### config.mk
export PLATFORM = sky130hd
export DESIGN_NAME = mfp_irq_ctrl
export DESIGN_NICKNAME = d
export VERILOG_FILES = /design/src/rtl/mfp_irq_ctrl.sv
export SDC_FILE = /design/constraint.sdc
export NUM_CORES = 1
export LEC_CHECK = 0
export ABC_CLOCK_PERIOD_IN_PS = 4600
export BUFFER_PORTS_ARGS = -buffer_cell sky130_fd_sc_hd__buf_2
export CAP_MARGIN = 25
export CORE_MARGIN = 3
export CORE_UTILIZATION = 25
export DETAILED_ROUTE_END_ITERATION = 7
export PLACE_DENSITY_LB_ADDON = 0.2
export SYNTH_ARGS = -nofsm -noshare
export SYNTH_HDL_FRONTEND = slang
export SYNTH_SLANG_ARGS = --single-unit
### constraint.sdc
create_clock -name CLK -period 4.6 [get_ports CLK]
set_input_delay 0.92 -clock CLK [delete_from_list [all_inputs] [get_ports CLK]]
set_output_delay 0.92 -clock CLK [all_outputs]
set_load 0.01 [all_outputs]
### src/rtl/mfp_irq_ctrl.sv
// MFP68901 interrupt controller: 16 prioritised channels with enable, pending,
// in-service and mask registers, a registered IRQ and a two-state acknowledge FSM.
module mfp_irq_ctrl #(
  parameter logic [7:0] VR_RESET = 8'h00
) (
  input  logic        CLK,
  input  logic        RST,
  input  logic [4:0]  REG_ADDR,
  input  logic        REG_WE,
  input  logic [7:0]  DAT_I,
  output logic [7:0]  DAT_O,
  input  logic [15:0] SRC_PULSE,
  input  logic        IACK,
  output logic        IRQ,
  output logic        VEC_VALID,
  output logic [7:0]  VEC,
  output logic        NO_ACK
);

  typedef enum logic {IDLE, RESP} ack_state_t;

  ack_state_t  state, state_n;
  logic [15:0] ier, ipr, isr, imr;
  logic [15:0] ier_n, ipr_n, isr_n, imr_n;
  logic [7:0]  vr, vr_n;
  logic        irq_q;
  logic        w_valid;
  logic [3:0]  w_idx;

  logic [15:0] svc_at_or_above;
  logic [15:0] elig;
  logic        any_elig;
  logic [3:0]  hi_idx;
  logic        ack_fire;

  // A channel is blocked when it or any higher channel is in service.
  always_comb begin
    svc_at_or_above[15] = isr[15];
    for (int n = 14; n >= 0; n--) begin
      svc_at_or_above[n] = svc_at_or_above[n+1] | isr[n];
    end
    elig     = ipr & imr & ~svc_at_or_above;
    any_elig = |elig;
    hi_idx   = 4'd0;
    for (int n = 0; n < 16; n++) begin
      if (elig[n]) hi_idx = 4'(n);
    end
  end

  // Update order: ack retire first, then register write, then event set (set wins).
  always_comb begin
    ier_n    = ier;
    ipr_n    = ipr;
    isr_n    = isr;
    imr_n    = imr;
    vr_n     = vr;
    ack_fire = (state == RESP) && w_valid;
    if (ack_fire) begin
      ipr_n[w_idx] = 1'b0;
      if (vr[3]) isr_n[w_idx] = 1'b1;
    end
    if (REG_WE) begin
      case (REG_ADDR)
        5'h03: begin
          ier_n[15:8] = DAT_I;
          ipr_n[15:8] = ipr_n[15:8] & DAT_I;
        end
        5'h04: begin
          ier_n[7:0] = DAT_I;
          ipr_n[7:0] = ipr_n[7:0] & DAT_I;
        end
        5'h05: ipr_n[15:8] = ipr_n[15:8] & DAT_I;
        5'h06: ipr_n[7:0]  = ipr_n[7:0] & DAT_I;
        5'h07: isr_n[15:8] = isr_n[15:8] & DAT_I;
        5'h08: isr_n[7:0]  = isr_n[7:0] & DAT_I;
        5'h09: imr_n[15:8] = DAT_I;
        5'h0A: imr_n[7:0]  = DAT_I;
        5'h0B: begin
          vr_n = DAT_I;
          if (!DAT_I[3]) isr_n = 16'h0000;
        end
        default: ;
      endcase
    end
    ipr_n = ipr_n | (SRC_PULSE & ier);
  end

  always_ff @(posedge CLK) begin
    if (RST) begin
      ier     <= 16'h0000;
      ipr     <= 16'h0000;
      isr     <= 16'h0000;
      imr     <= 16'h0000;
      vr      <= VR_RESET;
      irq_q   <= 1'b0;
      state   <= IDLE;
      w_valid <= 1'b0;
      w_idx   <= 4'd0;
    end else begin
      ier   <= ier_n;
      ipr   <= ipr_n;
      isr   <= isr_n;
      imr   <= imr_n;
      vr    <= vr_n;
      irq_q <= any_elig;
      state <= state_n;
      if (state == IDLE && IACK) begin
        w_valid <= any_elig;
        w_idx   <= hi_idx;
      end
    end
  end

  // Outputs are gated by RST so a reset during RESP suppresses the response.
  always_comb begin
    state_n   = state;
    VEC_VALID = 1'b0;
    NO_ACK    = 1'b0;
    VEC       = 8'h00;
    case (state)
      IDLE: if (IACK) state_n = RESP;
      RESP: begin
        state_n = IDLE;
        if (!RST) begin
          if (w_valid) begin
            VEC_VALID = 1'b1;
            VEC       = {vr[7:4], w_idx};
          end else begin
            NO_ACK = 1'b1;
          end
        end
      end
      default: state_n = IDLE;
    endcase
  end

  assign IRQ = irq_q;

  always_comb begin
    case (REG_ADDR)
      5'h03:   DAT_O = ier[15:8];
      5'h04:   DAT_O = ier[7:0];
      5'h05:   DAT_O = ipr[15:8];
      5'h06:   DAT_O = ipr[7:0];
      5'h07:   DAT_O = isr[15:8];
      5'h08:   DAT_O = isr[7:0];
      5'h09:   DAT_O = imr[15:8];
      5'h0A:   DAT_O = imr[7:0];
      5'h0B:   DAT_O = vr;
      default: DAT_O = 8'h00;
    endcase
  end

endmodule
==> metrics.csv, run 1 <==
metric,value,unit
setup_slack,0.969,ns
top_usage_layer,met2,
die_area,17700,um2
p_comb_frac,0.067,
first_pass_iters,5,
die_w,133,um
synthTopCellsByCount,"nand2_1 (83), dfxtp_1 (79), a21oi_1 (67)",
synth_top_flop_cell,dfxtp_1,
grt_max_degree,81,
root_buffer,clkbuf_16,
fin_cells,749,
gp_congestion,0.904,
clkPwrFrac,0.466,
h-tree-depth,3,
wl_per_cell,21.2,um
multi_input_area,2300,um2
min_delay_worst_endpoint,vr[0],
status,completed,
fp.coreArea,15500,um2
end_kind,output port,
cpLargestDelayFamily,simple AND/OR/NAND/NOR gates,
cap_violations,0,
die_h,133,um
critPathArrivalTime,2.71,ns
grtUsageTotal,0.180,
r2r_end,ipr[10],
synth_most_common_cell,nand2_1,
synth_area,4030,um2
synth_top_cell_by_area,dfxtp_1,
hp-class,reg2reg,
hold_buffers,0,
yosysSeqAreaShare,0.392,
met3_usage,0.0312,
min_period_over_period,0.789,
port-buffer-count,51,
synth_edf_count,0,
synth_top_area_frac,0.392,
drt-total-wl,15.9,mm
use_met2,0.275,
pre_cts_slack,0.981,ns
grt_pass1_vias,3809,
swShare,0.249,
rr_startpoint,w_idx[1],
synth_cell_types,48,
antenna_cells,0,
max_freq,275,MHz
avgSynthCellArea,8.06,um2
crit_top_cell,buf_2,
ios,52,
via_count,4026,
cts_buffers,9,
worst_slew_pin_slew,0.883,ns
relSlewSlack,0.412,
clockBufferDepth,2,
grt_pass1_wl,23.9,mm
ant_nets,0,
grt_use_met1,0.245,
regArea,1580,um2
worst_hold_path.num_cells,2,
synthArstFlopShare,0,
floorplan.initialDensity,0.260,
rows,45,
drtIter0Drc,417,
cts_tree,built,
fin_setup_tns,0,ns
max-vdd-ir-drop,0.183,mV
finalNetCount,567,
finalHoldViolations,0,
syn_inst,500,
cp_num_buf_inv,2,
p_seq_frac,0.467,
clock_sinks,79,
p_leak,1.61,nW
critPathLaunchType,primary input,
finalSetupViolCount,0,
syn_nets,533,
critPathMaxStageDelay,0.63,ns
drc,0,
placed_cells,734,
post_cts_resized,0,
overflow,0,
fin_skew,0.00842,ns
p_sw,0.000373,W
nFillCells,1701,
clk_pin_slew,0.06,ns
clk_latency,0.35,ns
crit_start,REG_ADDR[1],
p_per_area,315,nW/um2
crit_chain,buf_2 > nand3b_1 > nor2_2 > o2bb2ai_1 > a221oi_1 > nand3_1 > buf_2,
path_class,in2out,
worstPathRequired,3.68,ns
internal_power,0.00112,W
synth_area_leaders,"dfxtp_1 (39%), a21oi_1 (8.3%), nand2_1 (7.7%), nand3_1 (5.2%), mux2i_1 (4.2%)",
rrSetupSlack,2.71,ns
synth_warnings,0,
dp_hpwl,11.7,mm
rsz0062_at_grt,no,
fin_crit,3.63,ns
whs,0.464,ns
post-cts-setup-buffers,0,
slew_viol_final,0,
drive_gt1_frac,0.165,
antenna_found_initial,0,
r2r_cells,4,
vias_per_cell,5.38,
cp_slowest_cell,nor2_2,
syn_to_final_growth,17.7,%
total_power,0.00150,W
critPathMaxFanout,17,
ys_seq_elements,79,
min_from,vr[0],
## placed cells by master, fill, tap and decap left out, drive strengths merged, types with 2 or more instances in the layout
cell type,n
dfxtp,79
nand2b,10
a21oi,67
a221oi,8
o31ai,2
nand2,83
a31oi,6
nor3,8
o21a,3
clkinv,2
nor2,29
nor4,2
o2bb2ai,7
nand3b,5
or2,3
clkbuf,12
o21ai,7
nor2b,6
and2,14
o221ai,16
buf,58
or4,2
a211oi,17
mux2i,17
nor3b,2
nand3,42
a22oi,16
## worst min-delay path: cells and delay by family (launching register included)
| family | cells | cell delay, ns |
|---|---|---|
| DFF | 1 | 0.31 |
| and+or+nand+nor | 1 | 0.05 |
| AOI/OAI and AO/OA | 1 | 0.05 |
## through the flow
| step | area, um2 | utilization |
|---|---|---|
| 2_1_floorplan | 4030 | - |
| 3_3_place_gp | 4460 | 0.288 |
| 3_5_place_dp | 4460 | 0.288 |
| 4_1_cts | 4740 | 0.306 |
| 5_1_grt | 4740 | 0.306 |
| 6_report | 4740 | 0.306 |
## flip-flops by register name (all words and copies together), names as in the netlist
signal / flops
ier: 16
imr: 16
ipr: 16
isr: 16
vr: 8
w_idx: 4
IRQ: 1
state: 1
w_valid: 1
## power groups by stage
stage          Sequential (W)  Clock, W  Combinational, W
2_1_floorplan        0.000709         0         0.0000592
3_3_place_gp         0.000713         0         0.0000994
3_5_place_dp         0.000713         0          0.000100
4_1_cts              0.000698  0.000713          0.000100
5_1_grt              0.000698  0.000734          0.000109
6_report             0.000698  0.000697          0.000100
## kinds of logic (layout without fill, tap and decap cells)
| kind of cell | count (synthesis) | after routing | share of synthesized area |
|---|---|---|---|
| buffers and inverters | 36 | 74 | 0.0363 |
| AO/OA/AOI/OAI | 159 | 159 | 0.265 |
| multiplexers | 17 | 17 | 0.0422 |
| flip-flops | 79 | 79 | 0.392 |
| AND/OR/NAND/NOR | 209 | 209 | 0.264 |
## per-layer routing
metal	up-vias	part of all wire
met2	150	0.45
li1	1910	-
met1	1932	0.45
met4	0	0.032
met5	-	0
met3	34	0.061
## cell type report
| cell class | count | area share |
|---|---|---|
| clock buffers | 12 | 0.0562 |
| clock inverters | 3 | 0.00369 |
| inverters | 1 | 0.000791 |
| multi-input cells | 385 | 0.485 |
| flip-flops and latches | 79 | 0.333 |
| well taps | 211 | 0.0556 |
| repair buffers | 58 | 0.0649 |
## how the worst max path moves through the flow
stage | to | slack [ns] | cells past startpoint
6_report | DAT_O[0] | 0.97 | 7
5_1_grt | DAT_O[0] | 0.86 | 7
4_1_cts | DAT_O[0] | 0.98 | 7
3_5_place_dp | DAT_O[0] | 0.98 | 7
3_3_place_gp | DAT_O[0] | 1.05 | 7
2_1_floorplan | DAT_O[3] | 1.53 | 6
Note: power is estimated with default switching activity, not from simulation.
==> inputs of run 2 (changes only) <==
--- a/config.mk
+++ b/config.mk
@@ -5,7 +5,7 @@
 export SDC_FILE = /design/constraint.sdc
 export NUM_CORES = 1
 export LEC_CHECK = 0
-export ABC_CLOCK_PERIOD_IN_PS = 4600
+export ABC_CLOCK_PERIOD_IN_PS = 3650
 export BUFFER_PORTS_ARGS = -buffer_cell sky130_fd_sc_hd__buf_2
 export CAP_MARGIN = 25
 export CORE_MARGIN = 3
==> constraint.sdc (replaced) <==
create_clock -name CLK -period 3.65 [get_ports CLK]
set_input_delay 0.73 -clock CLK [delete_from_list [all_inputs] [get_ports CLK]]
set_output_delay 0.73 -clock CLK [all_outputs]
set_load 0.01 [all_outputs]
==> run 2 against run 1 <==
Compared with the run above:
- utilization grew 0.65 points
- final area up 2.1%
- largest power group is now clock
- count of clock-buffer cells in the layout is 3 lower
- first-iteration DRC count decreased by 34%
- clock skew down 0.0052 ns
- sequential power up 26%
- via count grew 2.3%
- worst hold slack gained 0.0013 ns
- setup slack lost 0.50 ns
- wire length increased by 0.45%
==> metrics.csv, run 2 (synthesis results as in run 1) <==
metric,value,unit,change
finalNetCount,569,,+0.35%
clockBufferDepth,2,,unchanged
fp.coreArea,15500,um2,unchanged
swShare,0.227,,-0.0220
gp_congestion,0.939,,+3.9%
vias_per_cell,5.48,,+1.9%
h-tree-depth,3,,unchanged
hold_buffers,0,,unchanged
drt-total-wl,15.9,mm,+0.45%
regArea,1580,um2,unchanged
die_h,133,um,unchanged
drc,0,,unchanged
max_freq,315,MHz,
p_comb_frac,0.060,,-0.007
p_seq_frac,0.414,,-0.053
r2r_cells,4,,unchanged
drtIter0Drc,276,,-34%
clk_latency,0.35,ns,about the same
hp-class,reg2reg,,
post_cts_resized,0,,unchanged
cap_violations,0,,unchanged
grt_pass1_wl,23.7,mm,-0.92%
overflow,0,,unchanged
ant_nets,0,,unchanged
min_period_over_period,0.871,,
finalHoldViolations,0,,unchanged
drive_gt1_frac,0.170,,+0.00463
cts_buffers,9,,unchanged
syn_to_final_growth,20.2,%,
grtUsageTotal,0.178,,-0.00173
rsz0062_at_grt,no,,
rows,45,,unchanged
floorplan.initialDensity,0.260,,unchanged
status,completed,,
antenna_cells,0,,unchanged
critPathLaunchType,primary input,,
fin_crit,3.18,ns,
setup_slack,0.471,ns,-0.497 ns
ios,52,,unchanged
layout_common_cells,"nand2_1 (83), dfxtp_1 (79), a21oi_1 (67)",,
worst_hold_path.num_cells,2,,unchanged
post-cts-setup-buffers,0,,unchanged
slew_viol_final,0,,unchanged
grt_max_degree,81,,unchanged
nFillCells,1660,,-2.4%
port-buffer-count,51,,unchanged
critPathArrivalTime,2.45,ns,-0.26 ns
grt_pass1_vias,3859,,+1.3%
final_core_util,0.313,,+0.00646
multi_input_area,2300,um2,unchanged
die_area,17700,um2,unchanged
worstPathRequired,2.92,ns,-0.76 ns
via_count,4119,,+2.3%
path_class,in2out,,
clkPwrFrac,0.526,,+0.060
worst_slew_pin_slew,0.894,ns,+0.0108 ns
internal_power,0.00164,W,+46%
clk_pin_slew,0.06,ns,about the same
relSlewSlack,0.404,,-0.00723
p_sw,0.000484,W,+30%
antenna_found_initial,0,,unchanged
clock_sinks,79,,unchanged
total_power,0.00213,W,+42%
fin_setup_tns,0,ns,unchanged
critPathMaxFanout,14,,-3
max-vdd-ir-drop,0.236,mV,+29%
p_per_area,439,nW/um2,+39%
p_leak,1.66,nW,+2.6%
root_buffer,clkbuf_16,,
finalSetupViolCount,0,,unchanged
fin_skew,0.00323,ns,-0.00520 ns
whs,0.465,ns,+0.00126 ns
end_kind,output port,,
pre_cts_slack,0.510,ns,-0.471 ns
wl_per_cell,21.2,um,about the same
final_common_cell,nand2_1,,
die_w,133,um,unchanged
dp_hpwl,11.7,mm,about the same
first_pass_iters,6,,+1
cts_tree,built,,
==> run 2: path summary, 6_finish.rpt <==
kind               start  slack [ns]       end
max          REG_ADDR[1]        0.47  DAT_O[0]
min                vr[0]        0.46     vr[0]
max reg2reg     w_idx[1]        1.75    ipr[6]
min reg2reg        vr[0]        0.46     vr[0]
==> run 2: final cells by class <==
class	count	share of cell area
flip-flops and latches	79	0.326
clock inverters	7	0.0297
multi-input cells	385	0.475
repair buffers	60	0.0666
clock buffers	9	0.0465
well taps	211	0.0545
inverters	1	0.000775
==> run 2: stage by stage <==
step                      cell area, um2  std cells
final                               4840        752
after global routing                4840        752
after CTS                           4840        752
after detailed placement            4480        736
after global placement              4480        736
after floorplan                     4030        500
==> run 2: metal layers <==
| layer | global-route usage | part of all wire | vias to the layer above |
|---|---|---|---|
| li1 | - | - | 1918 |
| met1 | 0.241 | 0.44 | 2004 |
| met2 | 0.282 | 0.46 | 166 |
| met3 | 0.0308 | 0.067 | 31 |
| met4 | 0.0727 | 0.035 | 0 |
| met5 | 0 | 0 | - |
==> run 2: worst max-delay path: stages <==
cell and delay, ns:
buf_2 0.33, nand3b_1 0.27, nor2_2 0.56, o2bb2ai_1 0.17, a221oi_1 0.06, nand3_1 0.17
buf_2 0.15
==> run 2: power groups by stage <==
stage,sequential (W),clock (W),combinational (W)
floorplan,0.000893,0,0.0000747
global placement,0.000899,0,0.000126
detailed placement,0.000899,0,0.000126
CTS,0.000880,0.00114,0.000127
global route,0.000881,0.00117,0.000136
finish,0.000880,0.00112,0.000128
==> inputs of run 3 (changes only) <==
--- a/config.mk
+++ b/config.mk
@@ -8,6 +8,7 @@
 export ABC_CLOCK_PERIOD_IN_PS = 3650
 export BUFFER_PORTS_ARGS = -buffer_cell sky130_fd_sc_hd__buf_2
 export CAP_MARGIN = 25
+export CORE_ASPECT_RATIO = 1.5
 export CORE_MARGIN = 3
 export CORE_UTILIZATION = 25
 export DETAILED_ROUTE_END_ITERATION = 7
==> run 3 against run 2 <==
Compared with the run above:
- flip-flop and latch count unchanged
- setup slack improved by 0.017 ns
- wire length increased by 4.2%
- combinational power about the same
- worst hold slack improved by 0.0065 ns
- sequential power about the same
- register-to-register slack got worse by 0.10 ns
- final area decreased by 2.4%
- utilization decreased by 1.2 points
- sequential share of layout area increased by 0.79 points
- clock skew increased by 0.0045 ns
- highest routed layer unchanged
==> metrics.csv, run 3 (synthesis results as in run 1) <==
metric,value,unit,change
status,completed,,
max-vdd-ir-drop,0.164,mV,-31%
cts_buffers,9,,unchanged
drc,0,,unchanged
ant_nets,0,,unchanged
critPathMaxFanout,14,,unchanged
grt_pass1_wl,25.1,mm,+5.9%
antenna_cells,0,,unchanged
gp_congestion,0.968,,+3.0%
worst_hold_path.num_cells,2,,unchanged
cts_tree,built,,
root_buffer,clkbuf_16,,
h-tree-depth,3,,unchanged
p_per_area,386,nW/um2,-12%
grtUsageTotal,0.193,,+0.0152
min_from,vr[2],,
via_count,4050,,-1.7%
rrSetupSlack,1.65,ns,-0.10 ns
ios,52,,unchanged
clk_latency,0.34,ns,about the same
fin_skew,0.00772,ns,+0.00449 ns
cp_slowest_cell,nor3_4,,
antenna_found_initial,0,,unchanged
crit_top_cell,buf_2,,
grt_use_met1,0.235,,-0.00554
dp_hpwl,12.7,mm,+7.7%
floorplan.initialDensity,0.257,,-0.00351
min_delay_worst_endpoint,vr[2],,
drtIter0Drc,291,,+5.4%
final_common_cell,nand2_1,,
wl_per_cell,22.3,um,+5.3%
grt_max_degree,81,,unchanged
fp.coreArea,15700,um2,+1.4%
placed_area,4470,um2,about the same
finalSetupViolCount,0,,unchanged
postLayoutCellArea,4730,um2,-2.4%
die_h,162,um,+21%
finalHoldViolations,0,,unchanged
rsz0062_at_grt,no,,
finalNetCount,570,,+0.18%
die_area,17700,um2,+0.18%
whs,0.471,ns,+0.00647 ns
critPathLaunchType,primary input,,
hold_buffers,0,,unchanged
cp_num_buf_inv,2,,unchanged
crit_chain,buf_2 > nand3b_1 > nor3_4 > a22o_1 > a221oi_1 > nand3_1 > buf_2,,
critPathArrivalTime,2.43,ns,-0.02 ns
drt-total-wl,16.6,mm,+4.2%
cpLargestDelayFamily,simple AND/OR/NAND/NOR gates,,
use_met2,0.336,,+0.0541
r2r_end,ipr[10],,
total_power,0.00182,W,-14%
clock_sinks,79,,unchanged
post_cts_resized,0,,unchanged
clk_pin_slew,0.06,ns,about the same
worstPathRequired,2.92,ns,about the same
overflow,0,,unchanged
layout_common_cells,"nand2_1 (83), dfxtp_1 (79), a21oi_1 (67)",,
end_kind,output port,,
hp-class,reg2reg,,
vias_per_cell,5.44,,-0.62%
grt_pass1_vias,4060,,+5.2%
clockBufferDepth,2,,unchanged
met3_usage,0.0204,,-0.0104
max_freq,316,MHz,+0.54%
min_period_over_period,0.866,,-0.00470
critPathMaxStageDelay,0.54,ns,-0.02 ns
post-cts-setup-buffers,0,,unchanged
syn_to_final_growth,17.3,%,
rr_startpoint,w_idx[1],,
first_pass_iters,5,,-1
top_usage_layer,met2,,
fin_crit,3.16,ns,-0.0172 ns
fin_setup_tns,0,ns,unchanged
die_w,110,um,-18%
drive_gt1_frac,0.166,,-0.00370
r2r_cells,4,,unchanged
relSlewSlack,0.399,,-0.00500
worst_slew_pin_slew,0.901,ns,+0.00750 ns
path_class,in2out,,
rows,56,,+24%
slew_viol_final,0,,unchanged
p_leak,1.62,nW,-2.3%
port-buffer-count,51,,unchanged
cap_violations,0,,unchanged
==> run 3: changes by cell type in the layout (fill, tap and decap cells not counted), sizes merged <==
cell      delta
inv          -1
clkbuf       +2
clkinv       +4
clkinvlp     -2
bufinv       -4
buf          +1
==> run 3: per-stage QoR <==
step / std cells / setup slack (ns) / util
detailed placement: 729 / 0.486 / 0.285
global route: 744 / 0.352 / 0.301
global placement: 729 / 0.555 / 0.285
CTS: 744 / 0.483 / 0.301
floorplan: 500 / 0.965 / -
finish: 744 / 0.488 / 0.301
==> run 3: layout make-up <==
type                            instances  area (um2)
Clock buffer                           11         233
Clock inverter                          4        23.8
Fill cell                            1737       11000
Inverter                                1        3.75
Multi-Input combinational cell        385        2300
Sequential cell                        79        1580
Tap cell                              203         254
Timing Repair Buffer                   61         330
==> run 3: power by group <==
part | internal [W] | switching, W
combinational | 0.0000357 | 0.0000920
sequential | 0.000870 | 0.00000974
clock | 0.000455 | 0.000363
==> run 3: worst max path at each step <==
stage / to / slack (ns) / cells past startpoint / startpoint
final: DAT_O[5] / 0.49 / 7 / REG_ADDR[1]
after global routing: DAT_O[5] / 0.35 / 7 / REG_ADDR[1]
after CTS: DAT_O[5] / 0.48 / 7 / REG_ADDR[1]
after detailed placement: DAT_O[5] / 0.49 / 7 / REG_ADDR[1]
after global placement: DAT_O[5] / 0.56 / 7 / REG_ADDR[1]
after floorplan: DAT_O[3] / 0.96 / 6 / REG_ADDR[1]
==> run 3: metal layers <==
metal,part of all wire,wire length (um)
met1,0.40,6680
met2,0.51,8520
met3,0.046,761
met4,0.039,649
met5,0,0
==> run 3: worst reg2reg max path, cell delays in order (launching register included) <==
cell      delay, ns
dfxtp_1        0.58
nor2b_1        0.54
nand2_1        0.35
o221ai_1       0.29
a21oi_1        0.10
